File: config.mk
export PLATFORM = sky130hd
export DESIGN_NAME = hmmiop_stim_sequencer
export DESIGN_NICKNAME = d
export VERILOG_FILES = /design/src/rtl/hmmiop_stim_pkg.sv /design/src/rtl/hmmiop_stim_sequencer_misr.sv /design/src/rtl/hmmiop_stim_sequencer.sv
export SDC_FILE = /design/constraint.sdc
export NUM_CORES = 1
export LEC_CHECK = 0
export CAP_MARGIN = 20
export CORE_MARGIN = 3
export CORE_UTILIZATION = 61
export CTS_CLUSTER_SIZE = 24
export DETAILED_ROUTE_END_ITERATION = 10
export PLACE_DENSITY = 0.85
export SLEW_MARGIN = 0
export SYNTH_ARGS = -nofsm -noshare
export SYNTH_HDL_FRONTEND = slang
export SYNTH_HIERARCHICAL = 1
export SYNTH_SLANG_ARGS = --single-unit
File: constraint.sdc
create_clock -name i_clk -period 14.8 [get_ports i_clk]
set_clock_uncertainty 0.1 [all_clocks]
set_input_delay 2.96 -clock i_clk [delete_from_list [all_inputs] [get_ports i_clk]]
set_output_delay 2.96 -clock i_clk [all_outputs]
set_load 0.02 [all_outputs]
File: src/rtl/hmmiop_stim_pkg.sv
// Shared types and constants for the HMMIOP stimulus sequencer.
// Phase-table entry layout is {rst, pb1, sw, count}, MSB first.
package hmmiop_stim_pkg;

    typedef enum logic [1:0] {
        ST_IDLE = 2'd0,
        ST_RUN  = 2'd1,
        ST_DONE = 2'd2
    } state_t;

    localparam logic        IDLE_RST         = 1'b1;
    localparam logic        IDLE_PB1         = 1'b1;
    localparam logic [15:0] DEFAULT_SIG_POLY = 16'h8016;

    function automatic int ent_w(input int sw_w, input int cnt_w);
        return 2 + sw_w + cnt_w;
    endfunction

    function automatic int sw_lsb(input int cnt_w);
        return cnt_w;
    endfunction

    function automatic int pb1_bit(input int sw_w, input int cnt_w);
        return cnt_w + sw_w;
    endfunction

    function automatic int rst_bit(input int sw_w, input int cnt_w);
        return cnt_w + sw_w + 1;
    endfunction

endpackage

File: src/rtl/hmmiop_stim_sequencer_misr.sv
// Multiple-input signature register compacting the DUT LED bus.
// Clear has priority over enable.
module stim_misr
    import hmmiop_stim_pkg::*;
#(
    parameter int              SIG_W    = 16,
    parameter logic [SIG_W-1:0] SIG_POLY = SIG_W'(DEFAULT_SIG_POLY)
) (
    input  logic             i_clk,
    input  logic             i_rst,
    input  logic             i_en,
    input  logic             i_clr,
    input  logic [SIG_W-1:0] i_din,
    output logic [SIG_W-1:0] o_sig
);

    logic [SIG_W-1:0] r_sig;
    logic [SIG_W-1:0] w_sig_nxt;

    always_comb begin
        w_sig_nxt = r_sig;
        if (i_clr) begin
            w_sig_nxt = '0;
        end else if (i_en) begin
            w_sig_nxt = {r_sig[SIG_W-2:0], 1'b0}
                      ^ (r_sig[SIG_W-1] ? SIG_POLY : '0)
                      ^ i_din;
        end
    end

    always_ff @(posedge i_clk or posedge i_rst) begin
        if (i_rst) begin
            r_sig <= '0;
        end else begin
            r_sig <= w_sig_nxt;
        end
    end

    assign o_sig = r_sig;

endmodule

File: src/rtl/hmmiop_stim_sequencer.sv
// Table-driven Reset/PB1/SW stimulus sequencer for the cjbRISC HMMIOP
// processor, with looping, abort and an LED signature.
module hmmiop_stim_sequencer
    import hmmiop_stim_pkg::*;
#(
    parameter int               SW_W       = 4,
    parameter int               LED_W      = 8,
    parameter int               NUM_PHASES = 4,
    parameter int               CNT_W      = 16,
    parameter int               TOT_W      = 24,
    parameter int               SIG_W      = 16,
    parameter logic [SIG_W-1:0] SIG_POLY   = SIG_W'(DEFAULT_SIG_POLY)
) (
    input  logic                          i_clk,
    input  logic                          i_rst,
    input  logic                          i_start,
    input  logic                          i_abort,
    input  logic                          i_loop_en,
    input  logic                          i_cfg_we,
    input  logic [$clog2(NUM_PHASES)-1:0] i_cfg_addr,
    input  logic [2+SW_W+CNT_W-1:0]       i_cfg_data,
    input  logic [LED_W-1:0]              i_led_in,
    output logic                          o_dut_reset,
    output logic                          o_dut_pb1,
    output logic [SW_W-1:0]               o_dut_sw,
    output logic                          o_busy,
    output logic                          o_done,
    output logic [$clog2(NUM_PHASES)-1:0] o_cur_phase,
    output logic [TOT_W-1:0]              o_cycle_cnt,
    output logic [SIG_W-1:0]              o_signature
);

    localparam int PH_W   = $clog2(NUM_PHASES);
    localparam int ENT_W  = ent_w(SW_W, CNT_W);
    localparam int SW_LSB = sw_lsb(CNT_W);
    localparam int PB_BIT = pb1_bit(SW_W, CNT_W);
    localparam int RS_BIT = rst_bit(SW_W, CNT_W);
    localparam logic [PH_W-1:0] LAST_PH = PH_W'(NUM_PHASES - 1);

    state_t            r_state;
    state_t            w_state_nxt;
    logic [ENT_W-1:0]  r_tab [NUM_PHASES];
    logic [CNT_W-1:0]  r_remain;
    logic [CNT_W-1:0]  w_remain_nxt;
    logic [PH_W-1:0]   r_phase;
    logic [PH_W-1:0]   w_phase_nxt;
    logic              r_dut_reset;
    logic              w_rst_nxt;
    logic              r_pb1;
    logic              w_pb1_nxt;
    logic [SW_W-1:0]   r_sw;
    logic [SW_W-1:0]   w_sw_nxt;
    logic              r_busy;
    logic              w_busy_nxt;
    logic              r_done;
    logic              w_done_nxt;
    logic [TOT_W-1:0]  r_cyc;
    logic [TOT_W-1:0]  w_cyc_nxt;

    logic              w_start_ok;
    logic              w_ld_en;
    logic [PH_W-1:0]   w_ld_idx;
    logic [ENT_W-1:0]  w_ld;
    logic              w_to_idle;
    logic [PH_W-1:0]   w_nxt_idx;
    logic [ENT_W-1:0]  w_ent0;
    logic [ENT_W-1:0]  w_entn;
    logic              w_cnt0_nz;
    logic              w_cntn_nz;
    logic              w_misr_en;
    logic [SIG_W-1:0]  w_din;

    always_comb begin
        w_nxt_idx = (r_phase == LAST_PH) ? '0 : r_phase + 1'b1;
        w_ent0    = r_tab[0];
        w_entn    = r_tab[w_nxt_idx];
        w_cnt0_nz = (w_ent0[CNT_W-1:0] != '0);
        w_cntn_nz = (w_entn[CNT_W-1:0] != '0);
    end

    always_comb begin
        w_state_nxt  = r_state;
        w_phase_nxt  = r_phase;
        w_remain_nxt = r_remain;
        w_rst_nxt    = r_dut_reset;
        w_pb1_nxt    = r_pb1;
        w_sw_nxt     = r_sw;
        w_done_nxt   = r_done;
        w_cyc_nxt    = r_cyc;
        w_start_ok   = 1'b0;
        w_ld_en      = 1'b0;
        w_ld_idx     = '0;
        w_ld         = w_ent0;
        w_to_idle    = 1'b0;

        unique case (r_state)
            ST_RUN: begin
                if (r_cyc != '1) begin
                    w_cyc_nxt = r_cyc + 1'b1;
                end
                if (i_abort) begin
                    w_state_nxt = ST_IDLE;
                    w_to_idle   = 1'b1;
                end else if (r_remain > CNT_W'(1)) begin
                    w_remain_nxt = r_remain - 1'b1;
                end else if (r_phase != LAST_PH && w_cntn_nz) begin
                    w_ld_en  = 1'b1;
                    w_ld_idx = w_nxt_idx;
                    w_ld     = w_entn;
                end else if (i_loop_en && w_cnt0_nz) begin
                    w_ld_en = 1'b1;
                end else begin
                    w_state_nxt = ST_DONE;
                    w_done_nxt  = 1'b1;
                    w_to_idle   = 1'b1;
                end
            end
            default: begin
                if (i_start && !i_abort) begin
                    w_start_ok = 1'b1;
                    w_cyc_nxt  = '0;
                    w_to_idle  = 1'b1;
                    // Empty program: finish without entering RUN
                    if (w_cnt0_nz) begin
                        w_state_nxt = ST_RUN;
                        w_done_nxt  = 1'b0;
                        w_ld_en     = 1'b1;
                    end else begin
                        w_state_nxt = ST_DONE;
                        w_done_nxt  = 1'b1;
                    end
                end
            end
        endcase

        if (w_to_idle) begin
            w_phase_nxt = '0;
            w_rst_nxt   = IDLE_RST;
            w_pb1_nxt   = IDLE_PB1;
            w_sw_nxt    = '0;
        end
        if (w_ld_en) begin
            w_phase_nxt  = w_ld_idx;
            w_remain_nxt = w_ld[CNT_W-1:0];
            w_rst_nxt    = w_ld[RS_BIT];
            w_pb1_nxt    = w_ld[PB_BIT];
            w_sw_nxt     = w_ld[SW_LSB +: SW_W];
        end
        w_busy_nxt = (w_state_nxt == ST_RUN);
    end

    always_ff @(posedge i_clk or posedge i_rst) begin
        if (i_rst) begin
            r_state     <= ST_IDLE;
            r_phase     <= '0;
            r_remain    <= '0;
            r_dut_reset <= IDLE_RST;
            r_pb1       <= IDLE_PB1;
            r_sw        <= '0;
            r_busy      <= 1'b0;
            r_done      <= 1'b0;
            r_cyc       <= '0;
        end else begin
            r_state     <= w_state_nxt;
            r_phase     <= w_phase_nxt;
            r_remain    <= w_remain_nxt;
            r_dut_reset <= w_rst_nxt;
            r_pb1       <= w_pb1_nxt;
            r_sw        <= w_sw_nxt;
            r_busy      <= w_busy_nxt;
            r_done      <= w_done_nxt;
            r_cyc       <= w_cyc_nxt;
        end
    end

    // Writes land after this cycle's table read, so a run starting now sees old data
    always_ff @(posedge i_clk or posedge i_rst) begin
        if (i_rst) begin
            for (int i = 0; i < NUM_PHASES; i++) begin
                r_tab[i] <= '0;
            end
        end else if (i_cfg_we && r_state != ST_RUN
                     && int'(i_cfg_addr) < NUM_PHASES) begin
            r_tab[i_cfg_addr] <= i_cfg_data;
        end
    end

    always_comb begin
        w_din = '0;
        w_din[LED_W-1:0] = i_led_in;
    end

    assign w_misr_en = r_busy && !r_dut_reset;

    stim_misr #(
        .SIG_W    (SIG_W),
        .SIG_POLY (SIG_POLY)
    ) u_misr (
        .i_clk (i_clk),
        .i_rst (i_rst),
        .i_en  (w_misr_en),
        .i_clr (w_start_ok),
        .i_din (w_din),
        .o_sig (o_signature)
    );

    assign o_dut_reset = r_dut_reset;
    assign o_dut_pb1   = r_pb1;
    assign o_dut_sw    = r_sw;
    assign o_busy      = r_busy;
    assign o_done      = r_done;
    assign o_cur_phase = r_phase;
    assign o_cycle_cnt = r_cyc;

endmodule
# --- Yosys cells after proc, flatten, opt, wreduce, memory -nomap -nowiden ---
# Cells that the tools add are included.
totals:
  register_bits: 156
  latchBits: 0
  ramBits: 0
  rom_bits: 0
  inputBits: 38
  out_inout_bits: 50
  word_cells: 115
  memories: 0
op_classes:
  n_addsub: 3
  multipliers: 0
  div_mod_pow: 0
  magnitude_cmp: 4
  n_eq_ne: 12
  n_shift: 0
  mux: 60
  n_bitwise: 4
  n_reduce_logical: 18
ops:
  columns: ["operator", "count"]
  rows:
  - ["22-bit 2-to-1 mux", 7]
  - ["16-bit 2-to-1 mux", 7]
  - ["88-bit bitwise mux", 1]
  - ["24-bit 2-to-1 mux", 3]
  - ["22-bit binary-select mux with 2-bit select", 1]
  - ["22-bit demux with 2-bit select", 1]
  - ["16-bit nonzero test", 2]
  - ["2-bit 2-to-1 mux", 14]
  - ["24-bit by 1-bit adder with 24-bit output, second input constant", 1]
  - ["1-bit 2-to-1 mux", 24]
  - ["24-bit inequality test, second input constant", 1]
  - ["16-bit by 1-bit greater-than comparator with 1-bit output, second input constant", 1]
  - ["16-bit by 1-bit subtractor with 16-bit output, second input constant", 1]
  - ["16-bit XOR", 1]
  - ["16-bit by 8-bit XOR with 16-bit output", 1]
  - ["2-bit inequality test, second input constant", 6]
  - ["2-bit nonzero test", 5]
  - ["4-bit 2-to-1 mux", 2]
  - ["3-bit >= comparator, second input constant", 2]
  - ["1-bit logical AND", 6]
  - ["2-bit NOT with 3-bit output", 2]
  - ["5-bit AND reduction", 1]
  - ["2-bit by 1-bit equality test with 1-bit output, second input constant", 2]
  - ["2-bit by 1-bit inequality test with 1-bit output, second input constant", 2]
  - ["6 further kinds", 7]

# --- Depth between registers and ports, before layout ---
depth:
  ltp_word: 14
  ltp_mapped: 12
  mapped_depth_nobuf: 9

# --- By module ---
# The synthesis kept the hierarchy.
by_module_without_submodules:
  columns: ["module", "n_inst", "cells_per_inst", "area_per_inst_um2", "seq_area_each_um2"]
  rows:
  - ["hmmiop_stim_sequencer", 1, 586, 7218.2, 3505.9]
  - ["stim_misr", 1, 72, 825.8, 400.4]

# --- Worst setup path after synthesis ---
# Ideal clock, no wire load.
synth_path:
  path_type: "in2reg"
  start: "input i_abort"
  end: "register r_remain[11]"
  setup_time_ps: 128
  arrival_time_ps: 4725
  required_time_ps: 14572
  slack_ps: 9847
  cell_stages: 9
  n_path_buf: 2
  cell_sequence: "clkbuf_1 > nor2b_1 > nand2_1 > inv_1 > o21a_1 > buf_2 > mux2_2 > mux2_1 > mux2_1"
synth_between:
  elab_chain_len: 6
  word_cells_on_any_way: 12
  cone_classes: "1 x eq/ne; 6 x mux; 5 x reduce/logical"
synth_lines:
  columns: ["element", "line", "rtl"]
  rows:
  - ["from (decl)", "hmmiop_stim_sequencer.sv:17", "input logic i_abort,"]
  - ["1-bit logical NOT", "hmmiop_stim_sequencer.sv:119", "if (i_start && !i_abort) begin"]
  - ["1-bit logical AND", "hmmiop_stim_sequencer.sv:119", null]
  - ["1-bit 2-to-1 mux", "hmmiop_stim_sequencer.sv:119", null]
  - ["1-bit 2-to-1 mux", "hmmiop_stim_sequencer.sv:96", "unique case (r_state)"]
  - ["2-bit by 1-bit inequality test with 1-bit output (no source line) or 2-bit nonzero test (tied branches)", null, null]
  - ["3-bit AND reduction (no source line)", null, null]
  - ["to (signal assigned)", "hmmiop_stim_sequencer.sv:166", "r_remain <= w_remain_nxt;"]
  - ["to (decl)", "hmmiop_stim_sequencer.sv:43", "logic [CNT_W-1:0] r_remain;"]
# Several ways; a longest one is shown, not always the timed one.
# A chain may end at the register's enable or synchronous reset.

# --- Worst setup path after layout ---
layout_path:
  start: "input i_abort"
  end: "register r_remain[6]"
# The elaborated chain is that of the path after synthesis.

==> results.md <==
- # hold bufs at CTS: 0
- Synthesized area per cell: 12.2 um^2
- Worst Setup EP: r_remain[6]
- Pint: roughly 980 uW
- F_max: 178 MHz
- Post-Synth XOR/XNOR Area: 3.94%
- CTS tree: done
- Post-CTS setup buffers: 0
- Clk sinks: ~160
- Hold WC Path Type: flip-flop to flip-flop
- Fin Setup TNS: 0 ns
- Actual slew at the worst max-slew pin: between 1 and 1.5 ns
- Diode count: 0
- # H-tree levels: 4
- First-pass DRT Iterations: 5
- Max VDD drop: a little under 0.09 mV
- Port bufs: between 80 and 90
- RSZ-0062 raised after global routing: no
- Clock power frac: around 30%
- Top cells by area, synth: dfrtp_1 48%, mux2_2 14%, mux4_2 6.4%, nor2_1 2.6%, mux2i_1 2.4%
- Grt ovf: 0
- Standard-cell rows: 41
- Post-DRT Antenna Nets: 0
- Leakage: about 4.0 nW
- Finished Layout Cells: slightly above 900
- Met3 WL: about 1200 um
- Placed insts: around 900
- Synth area leader: dfrtp_1
- Residual DRC: 0
- Sequential share of the synthesized area: between 40% and 50%
- R2r setup slk: slightly above 10 ns
- Sequential share of power: about 45%
- Drt via density: 6.36
- Antenna violations before repair: 0
- I/O Pins: 88
- Worst skew pair latency: 0.43 ns
- Final critical-path required period: about 5.6 ns
- Gpl congestion: slightly below 0.9
- Clock Root Buffer: clkbuf_16
- Count leader, synth: dfrtp_1
- WL met2: approximately 9600 um
- Relative slew slack: 32.5%
- Net Sw Power: between 400 and 500 uW
- Synth Area in Compound Gates: 9.02%
- Ys async rst share: between 90% and 100%
- Crit path kind: input pin to flip-flop
- Power Dens Cells: about 150 nW/um^2
- Data arrival, critical path: 5.79 ns
- Simple-gate share of the synthesized area: 11.7%
- Crit-path max FO: 21
- Reg2reg start: o_cur_phase[0]
- Top FF cell, synth: dfrtp_1
- Ys Warns: 6
- Initial core utilization: between 60% and 70%
- Type of origin of the critical path: input pin
- Largest family of logic cells by synthesized area: multiplexers
- Layout cell share with drive strength beyond 1: between 20% and 30%
- R2r endpoint: r_remain[11]
- Synth top cells by count: 154 x dfrtp_1, 101 x mux2_2, 56 x nor2_1
- Mapped cell area: 8040 um^2
- Gate power share: between 20% and 30%
- Kind of end point of the critical path: flip-flop
- Path depth of the worst reg2reg path: 8
- Part of the cycle the worst path needs: a little under two fifths
- Layout area overhead: 20.6%
- Max clock buf depth: 2
- Mux cell area share after synthesis: a little under a quarter
- Status: complete, no violations
- Cts repair resizes: 0
- Global-route wire length before repair: ~33000 um
- Hold WS: 0.402 ns
- Vias in the first global route: 6270
- DR vias: around 6000
- Nets: 788
- Die H: 121 um
- Slew Limit Fails: 0
- Post-Route Utilization: between 70% and 80%
- Final number of setup-violating endpoints: 0
- Max-cap viol count: 0
- Synth Area in Adders: less than 1%
- Number of CTS-inserted buffers: 17
- Required time worst endpoint: between 10 and 15 ns
- Largest net degree at the start of global routing: 79
- Clock Pin Slew Worst Setup and Hold Paths: ~0.06 ns
- Synthesized instance count: 658
- Routed length on met1: ~8000 um
- Max incr delay on CP: between 0.7 and 0.8 ns
- Unique masters post-synth: 65
- Slowest-stage cell, CP: a21oi_1
- First DRT Iteration DRCs: a little over 400
- Final hold viol count: 0
- Critical Path, Cell by Cell: clkdlybuf4s50_1 -> nor2b_1 -> nand2_1 -> inv_1 -> o21a_1 -> buf_16 -> a21oi_1 -> a221oi_1 -> a2bb2oi_1
- Area of the core: approximately 13000 um^2
- Max layer used: met4
- Die area: around 15000 um^2
- Sw Share: ~31%
- DR WL/cell: around 21 um
- Post-synth EDFFs: 0
- Yosys reg bits: 156
- HPWL Detailed: roughly 13000 um
- Die Width: 121 um
- GRT Overall Usage: approximately 29%
- Final wirelength: 19500 um
- Launch point of the worst path: i_abort
- Share of the synthesized area in the top cell type: a little under half
-- placed cells by master, fill, tap and decap left out, drive strengths merged, types with 3 or more instances in the layout --
cell / Yosys / final
or2: 5 / 5
nand3: 18 / 18
a21oi: 10 / 10
nor4: 12 / 12
inv: 13 / 15
conb: 1 / 8
clkdlybuf4s50: 0 / 87
mux2i: 19 / 19
nand4: 14 / 14
ha: 4 / 4
a2bb2oi: 12 / 12
mux2: 103 / 103
mux4: 23 / 23
nor2: 56 / 56
o211ai: 4 / 4
clkinvlp: 0 / 5
a221oi: 11 / 11
clkbuf: 13 / 20
a211oi: 15 / 15
xor2: 13 / 13
nand2: 35 / 35
nor3: 10 / 10
and3: 7 / 7
clkinv: 0 / 4
dfrtp: 154 / 154
o21ai: 12 / 12
nor2b: 3 / 3
and4: 4 / 4
a221o: 5 / 5
nand2b: 6 / 6
buf: 22 / 10
xnor2: 15 / 15
o31ai: 4 / 4
xor3: 3 / 3
-- routing by layer --
| metal | track usage, % | vias up |
|---|---|---|
| met5 | 0 | - |
| met3 | 6.17 | 58 |
| li1 | - | 2633 |
| met1 | 37.5 | 2975 |
| met2 | 46.1 | 251 |
| met4 | 12.5 | 0 |
-- final cells by class --
type	instances	area, um^2
clock buffer	20	457
clock inverter	12	113
fill	798	3070
inverter	13	53.8
multi-input combinational	461	3940
sequential	156	3910
tap	172	215
timing repair buffer	97	1010
-- critical path: cells and delay by family --
kind,cells,cell delay [ns]
and+or+nand+nor,2,0.34
AOI/OAI and AO/OA,4,1.47
buffers and inverters,3,0.99
-- how the worst min path moves through the flow --
stage / startpoint / endpoint / slack, ns / cells past startpoint
2_1_floorplan: r_tab[42] / r_tab[42] / 0.37 / 1
3_3_place_gp: r_tab[13] / r_tab[13] / 0.38 / 1
3_5_place_dp: r_tab[25] / r_tab[25] / 0.39 / 1
4_1_cts: r_tab[25] / r_tab[25] / 0.41 / 1
5_1_grt: r_tab[18] / r_tab[18] / 0.42 / 1
6_report: r_tab[32] / r_tab[32] / 0.40 / 1
-- power groups by stage --
stage / registers, mW / clock network [mW] / logic [mW]
floorplan: 0.635 / 0 / 0.230
global placement: 0.629 / 0 / 0.347
detailed placement: 0.639 / 0 / 0.363
CTS: 0.632 / 0.424 / 0.366
global route: 0.650 / 0.446 / 0.398
finish: 0.637 / 0.419 / 0.366
-- metrics by stage --
step | area [um^2] | total power [mW] | setup WS, ns
global placement | 9030 | 0.976 | 8.69
CTS | 9660 | 1.42 | 8.97
finish | 9700 | 1.42 | 9.17
detailed placement | 9090 | 1.00 | 8.54
floorplan | 8070 | 0.865 | 7.99
global route | 9700 | 1.49 | 8.96
-- kinds of logic (layout without fill, tap and decap cells) --
family | Yosys count | in the layout
compound gates | 90 | 90
xor+xnor | 31 | 31
mux | 145 | 145
fa+ha+maj | 4 | 4
buf+inv | 48 | 142
other cells | 1 | 8
simple gates | 183 | 183
flops | 156 | 156
-- flip-flops by register name (all words and copies together), names as in the netlist, 2 cells and up --
name / count
u_misr/o_sig: 16
r_state: 2
o_cur_phase: 2
r_tab: 66
r_remain: 16
w_ent0: 22
o_cycle_cnt: 24
o_dut_sw: 4
(Power assumes the default switching activity.)
